===== src/rtl/pkt_ctrl_multi_pkg.sv =====
// Shared types for the multi-engine packet-transfer controller.
// The state encoding doubles as the externally visible state_out code.
package pkt_ctrl_pkg;

  localparam logic [2:0] STATE_OUT_IDLE  = 3'd0;
  localparam logic [2:0] STATE_OUT_RUN   = 3'd1;
  localparam logic [2:0] STATE_OUT_DONE  = 3'd2;
  localparam logic [2:0] STATE_OUT_ABORT = 3'd3;

  typedef enum logic [2:0] {
    ST_IDLE  = STATE_OUT_IDLE,
    ST_RUN   = STATE_OUT_RUN,
    ST_DONE  = STATE_OUT_DONE,
    ST_ABORT = STATE_OUT_ABORT
  } state_e;

endpackage


===== src/rtl/pkt_ctrl_multi_if.sv =====
// Request/engine/status bundle between the capture front end and the controller.
// master = requester and engines side, slave = controller side.
interface pkt_ctrl_multi_if #(
  parameter int N_ENG = 2,
  parameter int CNT_W = 16
) ();

  logic             new_request;
  logic [N_ENG-1:0] req_mask;
  logic [N_ENG-1:0] eng_rdy;
  logic [N_ENG-1:0] eng_start;
  logic [2:0]       state_out;
  logic             busy;
  logic             idle;
  logic             done;
  logic             timeout;
  logic             pending;
  logic             dropped;
  logic [CNT_W-1:0] xfer_count;

  modport master (
    output new_request, req_mask, eng_rdy,
    input  eng_start, state_out, busy, idle, done, timeout, pending, dropped, xfer_count
  );

  modport slave (
    input  new_request, req_mask, eng_rdy,
    output eng_start, state_out, busy, idle, done, timeout, pending, dropped, xfer_count
  );

endinterface


===== src/rtl/pkt_ctrl_multi_wdog.sv =====
// RUN-phase watchdog: clearable up-counter that flags the last permitted cycle.
// With TIMEOUT=0 the counter is not built and expiry never fires.
module pkt_wdog #(
  parameter int TIMEOUT = 1024
) (
  input  logic clk,
  input  logic reset,
  input  logic clr_i,
  input  logic en_i,
  output logic expired_o
);

  localparam int W = (TIMEOUT > 0) ? $clog2(TIMEOUT + 1) : 1;

  generate
    if (TIMEOUT > 0) begin : g_cnt
      localparam logic [W-1:0] LAST = W'(TIMEOUT - 1);
      logic [W-1:0] cnt_q, cnt_d;

      always_comb begin
        cnt_d = cnt_q;
        if (clr_i) begin
          cnt_d = '0;
        end else if (en_i) begin
          cnt_d = cnt_q + 1'b1;
        end
      end

      always_ff @(posedge clk) begin
        if (!reset) begin
          cnt_q <= '0;
        end else begin
          cnt_q <= cnt_d;
        end
      end

      assign expired_o = (cnt_q == LAST);
    end else begin : g_off
      logic unused_wdog;
      assign unused_wdog = ^{clk, reset, clr_i, en_i};
      assign expired_o   = 1'b0;
    end
  endgenerate

endmodule


===== src/rtl/pkt_ctrl_multi.sv =====
// Multi-engine transfer controller: launches the masked engines, gathers their
// completions in any order, and reports done/abort with a one-deep request queue.
module pkt_ctrl_multi
  import pkt_ctrl_pkg::*;
#(
  parameter int N_ENG   = 2,
  parameter int TIMEOUT = 1024,
  parameter int CNT_W   = 16
) (
  input  logic              clk,
  input  logic              reset,
  pkt_ctrl_multi_if.slave   bus
);

  state_e           state_q, state_d;
  logic [N_ENG-1:0] mask_q, mask_d;
  logic [N_ENG-1:0] done_vec_q, done_vec_d;
  logic [N_ENG-1:0] qmask_q, qmask_d;
  logic [N_ENG-1:0] start_q, start_d;
  logic             pending_q, pending_d;
  logic             dropped_q, dropped_d;
  logic             timeout_q, timeout_d;
  logic [CNT_W-1:0] cnt_q, cnt_d;
  logic             accept;
  logic             wdog_expired;
  logic [N_ENG-1:0] acc_mask;
  logic [N_ENG-1:0] merged;

  pkt_wdog #(
    .TIMEOUT (TIMEOUT)
  ) u_wdog (
    .clk       (clk),
    .reset     (reset),
    .clr_i     (accept),
    .en_i      (state_q == ST_RUN),
    .expired_o (wdog_expired)
  );

  always_comb begin
    state_d    = state_q;
    mask_d     = mask_q;
    done_vec_d = done_vec_q;
    qmask_d    = qmask_q;
    start_d    = '0;
    pending_d  = pending_q;
    dropped_d  = 1'b0;
    timeout_d  = timeout_q;
    cnt_d      = cnt_q;
    accept     = 1'b0;
    acc_mask   = pending_q ? qmask_q : bus.req_mask;
    merged     = done_vec_q | (bus.eng_rdy & mask_q);

    case (state_q)
      ST_IDLE: begin
        // A held request takes priority over a fresh strobe.
        if (pending_q || bus.new_request) begin
          accept     = 1'b1;
          mask_d     = acc_mask;
          done_vec_d = '0;
          timeout_d  = 1'b0;
          pending_d  = 1'b0;
          if (acc_mask == '0) begin
            state_d = ST_DONE;
          end else begin
            state_d = ST_RUN;
            start_d = acc_mask;
          end
        end
      end
      ST_RUN: begin
        done_vec_d = merged;
        if (merged == mask_q) begin
          state_d = ST_DONE;
        end else if (wdog_expired) begin
          state_d   = ST_ABORT;
          timeout_d = 1'b1;
        end
      end
      ST_DONE: begin
        cnt_d   = cnt_q + 1'b1;
        state_d = ST_IDLE;
      end
      ST_ABORT: state_d = ST_IDLE;
      default:  state_d = ST_IDLE;
    endcase

    if (bus.new_request && ((state_q != ST_IDLE) || pending_q)) begin
      if (pending_q) begin
        dropped_d = 1'b1;
      end else begin
        pending_d = 1'b1;
        qmask_d   = bus.req_mask;
      end
    end
  end

  always_ff @(posedge clk) begin
    if (!reset) begin
      state_q    <= ST_IDLE;
      mask_q     <= '0;
      done_vec_q <= '0;
      qmask_q    <= '0;
      start_q    <= '0;
      pending_q  <= 1'b0;
      dropped_q  <= 1'b0;
      timeout_q  <= 1'b0;
      cnt_q      <= '0;
    end else begin
      state_q    <= state_d;
      mask_q     <= mask_d;
      done_vec_q <= done_vec_d;
      qmask_q    <= qmask_d;
      start_q    <= start_d;
      pending_q  <= pending_d;
      dropped_q  <= dropped_d;
      timeout_q  <= timeout_d;
      cnt_q      <= cnt_d;
    end
  end

  assign bus.eng_start  = start_q;
  assign bus.state_out  = state_q;
  assign bus.busy       = (state_q == ST_RUN);
  assign bus.idle       = (state_q == ST_IDLE);
  assign bus.done       = (state_q == ST_DONE) || (state_q == ST_ABORT);
  assign bus.timeout    = timeout_q;
  assign bus.pending    = pending_q;
  assign bus.dropped    = dropped_q;
  assign bus.xfer_count = cnt_q;

endmodule


===== src/flat_wrapper.sv =====
// flat-port wrapper written by rule: the top's interface ports become plain ports
module pkt_ctrl_multi_flat import pkt_ctrl_pkg::*;
#(
  parameter int N_ENG   = 2,
  parameter int TIMEOUT = 1024,
  parameter int CNT_W   = 16
)
  (clk, reset, bus_new_request, bus_req_mask, bus_eng_rdy, bus_eng_start, bus_state_out, bus_busy, bus_idle, bus_done, bus_timeout, bus_pending, bus_dropped, bus_xfer_count);
  pkt_ctrl_multi_if #(.N_ENG(N_ENG), .CNT_W(CNT_W)) bus_i ();
  input  logic clk;
  input  logic reset;
  input wire logic [$bits(bus_i.new_request)-1:0] bus_new_request;
  input wire logic [$bits(bus_i.req_mask)-1:0] bus_req_mask;
  input wire logic [$bits(bus_i.eng_rdy)-1:0] bus_eng_rdy;
  output wire logic [$bits(bus_i.eng_start)-1:0] bus_eng_start;
  output wire logic [$bits(bus_i.state_out)-1:0] bus_state_out;
  output wire logic [$bits(bus_i.busy)-1:0] bus_busy;
  output wire logic [$bits(bus_i.idle)-1:0] bus_idle;
  output wire logic [$bits(bus_i.done)-1:0] bus_done;
  output wire logic [$bits(bus_i.timeout)-1:0] bus_timeout;
  output wire logic [$bits(bus_i.pending)-1:0] bus_pending;
  output wire logic [$bits(bus_i.dropped)-1:0] bus_dropped;
  output wire logic [$bits(bus_i.xfer_count)-1:0] bus_xfer_count;
  assign bus_i.new_request = bus_new_request;
  assign bus_i.req_mask = bus_req_mask;
  assign bus_i.eng_rdy = bus_eng_rdy;
  assign bus_eng_start = bus_i.eng_start;
  assign bus_state_out = bus_i.state_out;
  assign bus_busy = bus_i.busy;
  assign bus_idle = bus_i.idle;
  assign bus_done = bus_i.done;
  assign bus_timeout = bus_i.timeout;
  assign bus_pending = bus_i.pending;
  assign bus_dropped = bus_i.dropped;
  assign bus_xfer_count = bus_i.xfer_count;
  pkt_ctrl_multi #(.N_ENG(N_ENG), .TIMEOUT(TIMEOUT), .CNT_W(CNT_W)) u_core (.clk(clk), .reset(reset), .bus(bus_i));
endmodule

===== config.mk =====
export PLATFORM = sky130hd
export DESIGN_NAME = pkt_ctrl_multi_flat
export DESIGN_NICKNAME = d
export VERILOG_FILES = /design/src/rtl/pkt_ctrl_multi_pkg.sv /design/src/rtl/pkt_ctrl_multi_if.sv /design/src/rtl/pkt_ctrl_multi_wdog.sv /design/src/rtl/pkt_ctrl_multi.sv /design/src/flat_wrapper.sv
export SDC_FILE = /design/constraint.sdc
export NUM_CORES = 1
export LEC_CHECK = 0
export CAP_MARGIN = 20
export CORE_MARGIN = 3
export CORE_UTILIZATION = 50
export CTS_CLUSTER_SIZE = 16
export DETAILED_ROUTE_END_ITERATION = 8
export PLACE_DENSITY_LB_ADDON = 0.25
export SYNTH_ARGS = -nofsm -noshare
export SYNTH_HDL_FRONTEND = slang
export SYNTH_SLANG_ARGS = --single-unit

===== constraint.sdc =====
create_clock -name clk -period 3.48 [get_ports clk]
set_input_delay 0.696 -clock clk [delete_from_list [all_inputs] [get_ports clk]]
set_output_delay 0.696 -clock clk [all_outputs]
set_load 0.01 [all_outputs]

### Word level (Yosys, flattened, before mapping)

Index checks and enable logic that the tools add are counted.
Widths: inputs -> output; s select.

* $add $sub $neg: 2
* eq/ne operators: 9
* multiplexer cells: 19
* bitwise operators: 5
* reductions and logical operators: 15

Operators with widths (number)
* $add 16x1->16 const B: 1
* $add 11x1->11 const B: 1
* $eq 11x10->1 const B: 1
* $mux 1: 10
* $mux 3: 3
* $reduce_and 2->1: 4
* $eq 3x2->1 const B: 2
* $mux 2: 3
* $pmux 3 s2: 1
* $ne 2x1->1 const B: 2
* $pmux 2 s2: 1
* $reduce_and 4->1: 1
* $reduce_or 4->1: 1
* $eq 3x1->1 const B: 1
* $logic_not 3->1: 1
* $logic_or 1x1->1: 3
* $ne 3x1->1 const B: 1
* $not 1->1: 3
* $reduce_bool 3->1: 1
* $and 2x2->2: 1
* $eq 2x2->1: 1
* $logic_not 2->1: 1
* $ne 2x2->1 const B: 1
* $or 2x2->2: 1
* 4 further kinds: 4

* register bits after elaboration: 41
* bits of input ports: 7
* output and inout bits: 27

### Longest topological paths before layout

* depth after elaboration: 5
* gate-level depth with buffers: 6
* mapped depth without buffers: 5

### By module

From an unflattened synthesis, not the netlist that was laid out.

* cell total of the unflattened synthesis: 212
* area total of the unflattened synthesis: 1931.9 um2

Modules (own cells, without submodules)
* pkt_ctrl_multi: times used 1, cells an instance 155, area an instance 1408.9 um2, sequential area each 580.6 um2
* pkt_wdog: times used 1, cells an instance 57, area an instance 523.0 um2, sequential area each 220.2 um2

### Least setup slack after synthesis

OpenSTA, ideal clock, no wires.

* kind: reg2reg
* start: reg u_core.cnt_q[3], in the netlist u_core.bus.xfer_count[3]
* end: reg u_core.cnt_q[13], in the netlist u_core.bus.xfer_count[13]
* library setup time: 71 ps
* arrival time: 1527 ps
* required time: 3409 ps
* path slack: 1882 ps
* stages on the path, launching flop included: 5
* period minus slack after synthesis: 1598 ps
* cell sequence: dfxtp_1 -> nand4_4 -> or2_4 -> or4_1 -> a21oi_1

* longest elaborated chain between the ends: 1

Ends and longest elaborated chain
* start, declared: line pkt_ctrl_multi.sv:23 `logic [CNT_W-1:0] cnt_q, cnt_d;`
* start signal, assigned: line pkt_ctrl_multi.sv:117 `cnt_q <= cnt_d;`
* $add 16x1->16: line pkt_ctrl_multi.sv:80 `cnt_d = cnt_q + 1'b1;`

No other way between the ends.
A chain may end at the register's enable or synchronous reset.

### Worst setup path in the final report

* start: reg u_core.state_q[1], in the netlist u_core.bus.state_out[1]
* end: out bus_busy

* longest elaborated chain between the ends: 1

Ends and longest elaborated chain
* start, declared: line pkt_ctrl_multi.sv:15 `state_e state_q, state_d;`
* start signal, assigned: line pkt_ctrl_multi.sv:109 `state_q <= state_d;`
* $eq 3x1->1: line pkt_ctrl_multi.sv:123 `assign bus.busy = (state_q == ST_RUN);`
* end, declared: line flat_wrapper.sv:17 `output wire logic [$bits(bus_i.busy)-1:0] bus_busy;`

No other way between the ends.

==> flow_metrics.tcl <==
set metrics [dict create \
    status "complete, no violations" \
    synth_flop_cell "dfxtp_1" \
    syn_nets 213 \
    cts_buffers 5 \
    async_reset_ff_share_pct 0 \
    synth_top_family_by_area "simple AND/OR/NAND/NOR gates" \
    tns_ns 0 \
    synth.area.top_cells "dfxtp_1, nor2_1, xnor2_1" \
    ant_nets 0 \
    drt_iter0_markers 103 \
    cpLargestDelayFamily "buffers and inverters" \
    yosys.area_share.simple_pct 29.4 \
    grtUsageTotal_pct 17.0 \
    yosysWarnings 0 \
    post-cts-setup-buffers 0 \
    startpoint_type "register" \
    finalCritPeriodShare_pct 73.2 \
    grt.overflow.total 0 \
    reg2reg_setup_slack_ns 1.75 \
    dieArea_um2 4340 \
    hold_path_startpoint "u_core.bus.timeout" \
    synth_top_area_share_pct 44.7 \
    peakVddDrop_uv 326 \
    required_ns 2.78 \
    postSynthCellCount 204 \
    layout-drive-gt1-share_pct 5.93 \
    num_io_pins 34 \
    fmax_mhz 393 \
    r2r_end "u_core.bus.xfer_count[14]" \
    post_dp_cell_area_um2 2140 \
    total_power_mw 0.862 \
    route.vias.total 1511 \
    clk_pin_slew_ns 0.11 \
    grt_max_degree 22 \
    cts_tree "done" \
    yosysTopAreaCell "dfxtp_1" \
    leakagePower_nw 0.756 \
    slowest_delay_ns 0.56 \
    syn_to_final_growth_pct 23.4 \
    rsz0062_at_grt "false" \
    drv_slew 0 \
    synth_fa_ha_area_share_pct 1.40 \
    core_um2 3390 \
    yosysMostFrequentCell "dfxtp_1" \
    critical_path.slowest_cell "clkdlybuf4s50_1" \
    max_cap_violations 0 \
    synth_compound_area_share_pct 8.65 \
    min_to "u_core.bus.timeout" \
    grt_pass1_vias 1320 \
    cts-root-buf "clkbuf_4" \
    gp_congestion 0.747 \
    rows 21 \
    clockBufferDepth 2 \
    crit_type "register to primary output" \
    viasPerCell 5.36 \
    routed_wl_mm 3.36 \
    drt-pass1-iter-count 4 \
    setup_viol 0 \
    initial_core_util_pct 52.9 \
    min_period_ns 2.55 \
    slew_headroom_pct 58.0 \
    antenna_found_initial 0 \
    wl_per_cell_um 11.9 \
    port_buffers 32 \
    synth_xor_area_share_pct 9.77 \
    ys_seq_area_share_pct 44.7 \
    die_h_um 65.9 \
    crit_buf_inv 2 \
    syn_area_um2 1790 \
    r2r_cells 5 \
    ys_ff_latch 40 \
    ctsHoldBuffers 0 \
    fin_area_um2 2210 \
    cts-htree-levels 2 \
    dp_hpwl_mm 2.43 \
    antenna_cells 0 \
    synth_cell_types 42 \
    syn_area_per_cell_um2 8.79 \
    finClkSkew_ns 0.0123 \
    rr_startpoint "u_core.bus.xfer_count[0]" \
    finalHoldViolations 0 \
    path_max_fanout 11 \
    synth.area.mux_share_pct 2.23 \
    path_cells "nand2b_1, clkinv_1, clkdlybuf4s50_1" \
    tightest_slew_ns 0.630 \
    hold_class "register to register" \
    power_density_nw_per_um2 390 \
    arrival_ns 1.85 \
    synth-edff-count 0 \
    cts_sinks 40 \
    grt_pass1_wl_mm 5.70 \
    nNetsFinal 244 \
    yosys-top-cells-count "dfxtp_1, nor2_1, nand2_1" \
    route.detailed.drc 0 \
    die_x_um 65.9 \
    crit_path_end_kind "primary output" \
    cts.repair.resized 0 \
    clock_latency_ns 0.35 \
    hold_depth 2 \
]
## area by class of cell
class | count | area, um^2
fill | 293 | 1180
multi-input combinational | 148 | 927
sequential | 40 | 801
timing repair buffer | 32 | 320
tap | 46 | 57.6
clock buffer | 6 | 41.3
clock inverter | 2 | 35.0
inverter | 8 | 30.0
## through the flow
| step | utilization, % | instances | hold WS (ns) | setup WS, ns |
|---|---|---|---|---|
| after floorplan | - | 204 | 0.456 | 1.88 |
| after global placement | 63.0 | 274 | 0.435 | 1.27 |
| after detailed placement | 63.0 | 274 | 0.443 | 1.22 |
| after CTS | 65.3 | 282 | 0.462 | 0.909 |
| after global routing | 65.3 | 282 | 0.476 | 0.781 |
| final | 65.3 | 282 | 0.460 | 0.932 |
## how the worst max path moves through the flow
stage | startpoint | to | slack (ns) | cells after the start
after detailed placement | bus_new_request | u_core.bus.timeout | 1.22 | 5
after global placement | bus_new_request | u_core.bus.timeout | 1.27 | 5
final | u_core.bus.state_out[1] | bus_busy | 0.93 | 3
after floorplan | u_core.bus.xfer_count[3] | u_core.bus.xfer_count[13] | 1.88 | 4
after CTS | u_core.bus.state_out[1] | bus_busy | 0.91 | 3
after global routing | u_core.bus.state_out[1] | bus_busy | 0.78 | 3
## state kept, by name (all words and copies together) (netlist names)
name and cells:
u_core.bus.xfer_count 16, u_core.u_wdog.g_cnt.cnt_q 11, u_core.bus.eng_start 2, u_core.bus.state_out 2
u_core.done_vec_q 2, u_core.mask_q 2, u_core.qmask_q 2, u_core.bus.dropped 1
u_core.bus.pending 1, u_core.bus.timeout 1
## report_power, final
part	internal [mW]	leakage (nW)	switching, mW	total [mW]
Combinational	0.0416	0.390	0.0420	0.0836
Sequential	0.468	0.323	0.0147	0.483
Clock	0.151	0.0422	0.145	0.296
## kinds of logic after synthesis
group,after synthesis
AO/OA/AOI/OAI,24
buffers and inverters,16
other,1
multiplexers,4
AND/OR/NAND/NOR,97
XOR/XNOR,20
flip-flops,40
adder cells (fa/ha/maj),2
## cells in the final DEF, fill, tap and decap left out, drive strengths merged, types with 7 or more instances in the layout
cell type and count:
xor2 9, nor3 7, nand3 8, dfxtp 40, xnor2 11, inv 7, nand2 15, clkdlybuf4s50 32
a21oi 10, nor2 29
## metal layers
metal	share of wire, %	global-route usage, %
met5	0	0
met4	1.4	6.22
met3	6.3	7.14
met2	44	25.8
met1	48	21.4
## worst min-delay path: stages (launching register included)
cell     delay (ns)
dfxtp_1        0.33
inv_1          0.05
a21oi_1        0.05
No activity file was read; power rests on OpenSTA's default activity.
